--- config.mk ---
export PLATFORM = sky130hd
export DESIGN_NAME = fifo_dp_ctl
export DESIGN_NICKNAME = d
export VERILOG_FILES = /design/src/rtl/fifo_dp_ctl.sv
export SDC_FILE = /design/constraint.sdc
export NUM_CORES = 2
export LEC_CHECK = 0
export ABC_CLOCK_PERIOD_IN_PS = 5100
export BUFFER_PORTS_ARGS = -buffer_cell sky130_fd_sc_hd__clkbuf_2
export CAP_MARGIN = 10
export CORE_MARGIN = 2
export CORE_UTILIZATION = 35
export DETAILED_ROUTE_END_ITERATION = 10
export PLACE_DENSITY = 0.51
export RECOVER_POWER = 100
export SETUP_SLACK_MARGIN = 0.1
export SLEW_MARGIN = 20
export SYNTH_ARGS = -nofsm -noshare
export SYNTH_HDL_FRONTEND = slang
export SYNTH_MEMORY_MAX_BITS = 65536
export SYNTH_SLANG_ARGS = --single-unit
export TNS_END_PERCENT = 100
--- constraint.sdc ---
create_clock -name clk -period 5.1 [get_ports clk]
set_clock_uncertainty 0.15 [all_clocks]
set_input_delay 0.51 -clock clk [delete_from_list [all_inputs] [get_ports clk]]
set_output_delay 0.51 -clock clk [all_outputs]
set_load 0.02 [all_outputs]
--- src/rtl/fifo_dp_ctl.sv ---
// First-word-fall-through FIFO controller around a dual-port RAM.
// Prefetches RAM words into a 2-entry registered staging buffer.
module ram_dp #(
    parameter int unsigned DATAWIDTH = 9,
    parameter int unsigned ADDRWIDTH = 9
) (
    input  logic                 clk,
    input  logic                 wr_en,
    input  logic [ADDRWIDTH-1:0] wr_addr,
    input  logic [DATAWIDTH-1:0] wr_data,
    input  logic                 rd_en,
    input  logic [ADDRWIDTH-1:0] rd_addr,
    output logic [DATAWIDTH-1:0] rd_data
);
    logic [DATAWIDTH-1:0] mem_q [0:(1<<ADDRWIDTH)-1];
    logic [DATAWIDTH-1:0] rd_data_q;

    always_ff @(posedge clk) begin
        if (wr_en) mem_q[wr_addr] <= wr_data;
        if (rd_en) rd_data_q <= mem_q[rd_addr];
    end

    assign rd_data = rd_data_q;
endmodule

module fifo_dp_ctl #(
    parameter int unsigned DATAWIDTH = 9,
    parameter int unsigned ADDRWIDTH = 9
) (
    input  logic                 clk,
    input  logic                 reset_l,
    input  logic                 clear,
    input  logic [DATAWIDTH-1:0] in_data,
    input  logic                 in_valid,
    output logic                 in_ready,
    output logic [DATAWIDTH-1:0] out_data,
    output logic                 out_valid,
    input  logic                 out_ready,
    output logic [ADDRWIDTH:0]   count
);
    localparam logic [ADDRWIDTH:0]   DEPTH   = {1'b1, {ADDRWIDTH{1'b0}}};
    localparam logic [ADDRWIDTH:0]   CNT_ONE = {{ADDRWIDTH{1'b0}}, 1'b1};
    localparam logic [ADDRWIDTH-1:0] PTR_ONE = {{(ADDRWIDTH-1){1'b0}}, 1'b1};

    logic [ADDRWIDTH-1:0] wr_ptr_q, wr_ptr_d;
    logic [ADDRWIDTH-1:0] rd_ptr_q, rd_ptr_d;
    logic [ADDRWIDTH:0]   ram_cnt_q, ram_cnt_d;
    logic [ADDRWIDTH:0]   count_q, count_d;
    logic                 in_ready_q, in_ready_d;
    logic                 rd_vld_q, rd_vld_d;
    logic [1:0]           stg_vld_q, stg_vld_d;
    logic [DATAWIDTH-1:0] stg0_q, stg0_d;
    logic [DATAWIDTH-1:0] stg1_q, stg1_d;

    logic                 push;
    logic                 pop;
    logic                 rd_issue;
    logic [1:0]           occ;
    logic [DATAWIDTH-1:0] ram_rd_data;

    ram_dp #(
        .DATAWIDTH(DATAWIDTH),
        .ADDRWIDTH(ADDRWIDTH)
    ) u_ram (
        .clk    (clk),
        .wr_en  (push & ~clear),
        .wr_addr(wr_ptr_q),
        .wr_data(in_data),
        .rd_en  (rd_issue),
        .rd_addr(rd_ptr_q),
        .rd_data(ram_rd_data)
    );

    always_comb begin
        push = in_valid & in_ready_q;
        pop  = stg_vld_q[0] & out_ready;
        // staging slots that stay committed after this edge's pop
        occ = {1'b0, stg_vld_q[0]} + {1'b0, stg_vld_q[1]}
            + {1'b0, rd_vld_q} - {1'b0, pop};
        rd_issue = (ram_cnt_q != '0) && (occ < 2'd2) && !clear;

        wr_ptr_d   = wr_ptr_q;
        rd_ptr_d   = rd_ptr_q;
        ram_cnt_d  = ram_cnt_q;
        count_d    = count_q;
        rd_vld_d   = rd_issue;
        stg_vld_d  = stg_vld_q;
        stg0_d     = stg0_q;
        stg1_d     = stg1_q;

        if (push) wr_ptr_d = wr_ptr_q + PTR_ONE;
        if (rd_issue) rd_ptr_d = rd_ptr_q + PTR_ONE;

        unique case ({push, rd_issue})
            2'b10:   ram_cnt_d = ram_cnt_q + CNT_ONE;
            2'b01:   ram_cnt_d = ram_cnt_q - CNT_ONE;
            default: ram_cnt_d = ram_cnt_q;
        endcase

        unique case ({push, pop})
            2'b10:   count_d = count_q + CNT_ONE;
            2'b01:   count_d = count_q - CNT_ONE;
            default: count_d = count_q;
        endcase

        if (pop) begin
            stg0_d    = stg1_q;
            stg_vld_d = {1'b0, stg_vld_q[1]};
        end
        if (rd_vld_q) begin
            if (!stg_vld_d[0]) begin
                stg0_d       = ram_rd_data;
                stg_vld_d[0] = 1'b1;
            end else begin
                stg1_d       = ram_rd_data;
                stg_vld_d[1] = 1'b1;
            end
        end

        if (clear) begin
            wr_ptr_d  = '0;
            rd_ptr_d  = '0;
            ram_cnt_d = '0;
            count_d   = '0;
            rd_vld_d  = 1'b0;
            stg_vld_d = 2'b00;
        end

        in_ready_d = (count_d != DEPTH);
    end

    always_ff @(posedge clk or negedge reset_l) begin
        if (!reset_l) begin
            wr_ptr_q   <= '0;
            rd_ptr_q   <= '0;
            ram_cnt_q  <= '0;
            count_q    <= '0;
            in_ready_q <= 1'b0;
            rd_vld_q   <= 1'b0;
            stg_vld_q  <= 2'b00;
            stg0_q     <= '0;
            stg1_q     <= '0;
        end else begin
            wr_ptr_q   <= wr_ptr_d;
            rd_ptr_q   <= rd_ptr_d;
            ram_cnt_q  <= ram_cnt_d;
            count_q    <= count_d;
            in_ready_q <= in_ready_d;
            rd_vld_q   <= rd_vld_d;
            stg_vld_q  <= stg_vld_d;
            stg0_q     <= stg0_d;
            stg1_q     <= stg1_d;
        end
    end

    assign in_ready  = in_ready_q;
    assign out_valid = stg_vld_q[0];
    assign out_data  = stg0_q;
    assign count     = count_q;
endmodule

==> impl_metrics.toml <==
[setup_path]
r2r-start = "rd_ptr_q[1]"
endpoint = "u_ram.rd_data[5]"
critical_path_class = "reg2reg"
critPathCaptureType = "register"
rr_endpoint = "u_ram.rd_data[5]"
slowest_delay_ns = 0.97
path_common_cell = "buf_4"
startpoint = "rd_ptr_q[1]"
arrival_ns = 5.65
cp_max_fo = 35
start_kind = "register"
cp_slowest_cell = "dfrtp_4"
crit_chain = "buf_12 > buf_4 > mux4_2 > a2111oi_0 > a221oi_1 > nor4_1 > buf_4 > or3_1 > o31a_1 > a22oi_1"
worstPathRequired_ns = 5.72
r2r_slack_ns = 0.07
r2r_cells = 10

[grt]
grt_pass1_wl_mm = 742
antenna_found_initial = 27
first_global_vias = 90900
grt_use_total_pct = 19.8
gr-total-overflow = 0
grt_max_degree = 159

[drt]
ant_nets = 0
wl_met1_mm = 223
route.detailed.drc = 0
dr.pass1.iters = 7
detail_route.wl_per_cell_um = 33.0
highest_layer = "met5"
wl_met2_mm = 254
vias = 90100
drt_iter0_drc = 11000
routed_via_density = 5.56
wl_met3_mm = 39.7
wirelength_mm = 535

[cts]
numCtsBuffers = 469
cts_sinks = 4677
cts.htree.levels = 5
clock_latency_ns = 1.07
root_buffer = "clkbuf_16"
clock_path_buffers = 4
clkTransAtPathRegs_ns = 0.07
cts_tree = "done"

[run_status]
violations = "max-capacitance violations, max-slew violations"
status = "complete, but fails checks"

[sta]
slew_viol_final = 2522
rsz0062_at_grt = "false"
whs_ns = 0.0457
period_share_pct = 98.6
worst_slack_ns = 0.0721
fmax_mhz = 199
hold_viol = 0
setup_viol = 0
slew-limit-headroom_pct = -225
tightest_slew_ns = 4.87
fin_crit_ns = 5.03

[final_layout]
post-route-util_pct = 40.2
drive_gt1_share_pct = 25.0
syn_to_final_growth_pct = 14.3
fin_nets = 8916

[placement]
gp_congestion = 0.819
pre_cts_ws_ns = -0.0228
post-dp-hpwl_mm = 325
io_buffers = 34

[floorplan]
core_region_area_mm2 = 0.518
num_rows = 264
die-width_um = 725
die_height_um = 725
pin_count = 35
start_util_pct = 35.2
die_area_mm2 = 0.526

[logic_synthesis]
synthMuxAreaShare_pct = 16.6
synth_compound_area_share_pct = 2.35
avgSynthCellArea_um2 = 21.8
synth_cell_types = 69
ys_ff_latch = 4677
synth_xor_area_share_pct = 0.115
synth_simple_gate_area_share_pct = 2.08
seq_area_frac_synth_pct = 77.0
synth_top_family_by_area = "multiplexers"
synthAdderAreaFrac_pct = 0.180
syn_area_mm2 = 0.182
synth_nets = 8377
yosys_warnings = 0
synth_cells = 8338
ys.flop_type = "edfxtp_1"
synth-edff-count = 4617
ys_async_sr_fraction_pct = 1.28

[power_and_ir_drop]
p_per_area_mw_per_mm2 = 455
vdd_drop_max_mv = 0.369
leakagePower_nw = 63.5

[min_path]
min_path_type = "in2async"

[flow_run]
cap_violations = 30
## cell usage after synthesis (8+ instances only)
library cell  number  area (µm²)
a311oi_1           8        70.1
dfrtp_1           60        1500
buf_2            100         500
xnor2_1           14         123
xor2_1            10        87.6
o21ai_0           79         395
a21oi_1          118         591
o221ai_1          80         701
ha_1              23         288
inv_1             23        86.3
nor3b_1           12        90.1
mux2_2            19         214
nand3_1           33         165
a22o_1            15         131
or3_1             12        75.1
o31ai_1           16         120
edfxtp_1        4617      139000
o22ai_1           54         338
a31oi_1           10        62.6
mux2i_1          362        3620
buf_8             13         195
clkbuf_1         220         826
a221oi_1          65         569
buf_4             51         383
buf_1             38         143
nor3_1            45         225
and2_1            10        62.6
nor2b_1           15        93.8
nand2_1          171         642
a22oi_1           65         488
buf_6             79         890
nor4_1            12        75.1
mux4_2          1173       26400
nor2_1           578        2170
a211oi_1          35         263
## report_power, final
group	switching [mW]	internal, mW
registers	0.311	42.5
logic	9.54	8.20
clock network	15.0	19.2
## kinds of logic (layout without fill, tap and decap cells)
kind of cell,count (synthesis),in the layout
AO/OA/AOI/OAI,611,611
XOR/XNOR,24,24
adder cells (fa/ha/maj),25,25
buffers and inverters,533,1476
flip-flops,4677,4677
multiplexers,1554,1554
other,0,14
AND/OR/NAND/NOR,914,914
## area by class of cell
cell class              instances  area [µm²]
repair buffers                572        4830
clock buffers                 563       12200
clock inverters               312        2980
multi-input cells            3128       39100
fillers                     45500      310000
inverters                      29         121
well taps                    6916        8650
diodes                         14        35.0
flip-flops and latches       4677      140000
## metal layers
| metal | vias to the layer above | global-route usage, % |
|---|---|---|
| met4 | 7 | 6.09 |
| met5 | - | 0.0816 |
| met3 | 806 | 3.52 |
| li1 | 36300 | - |
| met1 | 49300 | 27.5 |
| met2 | 3757 | 32.0 |
## repair_timing
item | CTS | global route
hold buffers | 13 | 0
setup buffers | 6 | 0
endpoints found under the setup margin | 3 | 0
resized for setup | 0 | 0
hold endpoints to repair | 775 | 0
## sequential cells by signal (all words and copies together) (netlist names)
name / cells
u_ram.mem_q: 4608
count: 10
ram_cnt_q: 10
out_data: 9
rd_ptr_q: 9
stg1_q: 9
u_ram.rd_data: 9
wr_ptr_q: 9
stg_vld_q: 2
in_ready: 1
rd_vld_q: 1
## how the worst min path moves through the flow
stage	endpoint	startpoint	slack, ns
5_1_grt	count[1]	reset_l	0.11
3_3_place_gp	stg1_q[0]	stg1_q[0]	0.34
2_1_floorplan	count[0]	reset_l	0.06
3_5_place_dp	stg1_q[8]	stg1_q[8]	0.34
6_report	ram_cnt_q[9]	reset_l	0.05
4_1_cts	ram_cnt_q[9]	reset_l	0.04
## stage by stage
| step | instances | setup TNS, ns | total power, mW | instance area (µm²) |
|---|---|---|---|---|
| floorplan | 8338 | 0 | 55.2 | 182000 |
| global placement | 15300 | -0.501 | 61.4 | 194000 |
| detailed placement | 15300 | -0.0228 | 61.5 | 194000 |
| CTS | 16200 | 0 | 95.5 | 209000 |
| global route | 16200 | 0 | 97.6 | 208000 |
| finish | 16200 | 0 | 94.7 | 208000 |
## cell usage in the layout (no fill, tap or decap), types with 18 or more instances in the layout
cell / n
bufinv_16: 42
clkbuf_16: 471
mux4_2: 1173
inv_1: 22
a21oi_1: 118
buf_4: 272
mux2i_1: 362
nor2_1: 568
a211oi_1: 32
nand3_1: 31
clkinvlp_4: 22
ha_1: 23
a22oi_1: 65
a221oi_1: 65
nand2_1: 156
clkinv_2: 99
clkinv_1: 119
edfxtp_1: 4617
o21ai_0: 78
mux2_2: 18
dfrtp_1: 52
o22ai_1: 54
clkbuf_1: 248
clkbuf_2: 19
nor3_1: 45
o221ai_1: 80
buf_12: 91
## critical path, delay by kind of cell, from the launching register on
kind            cells  cell delay [ns]
simple gates        2             0.80
flops               1             0.97
buf+inv             3             0.92
compound gates      4             1.41
mux                 1             0.37
(Power assumes the default switching activity.)
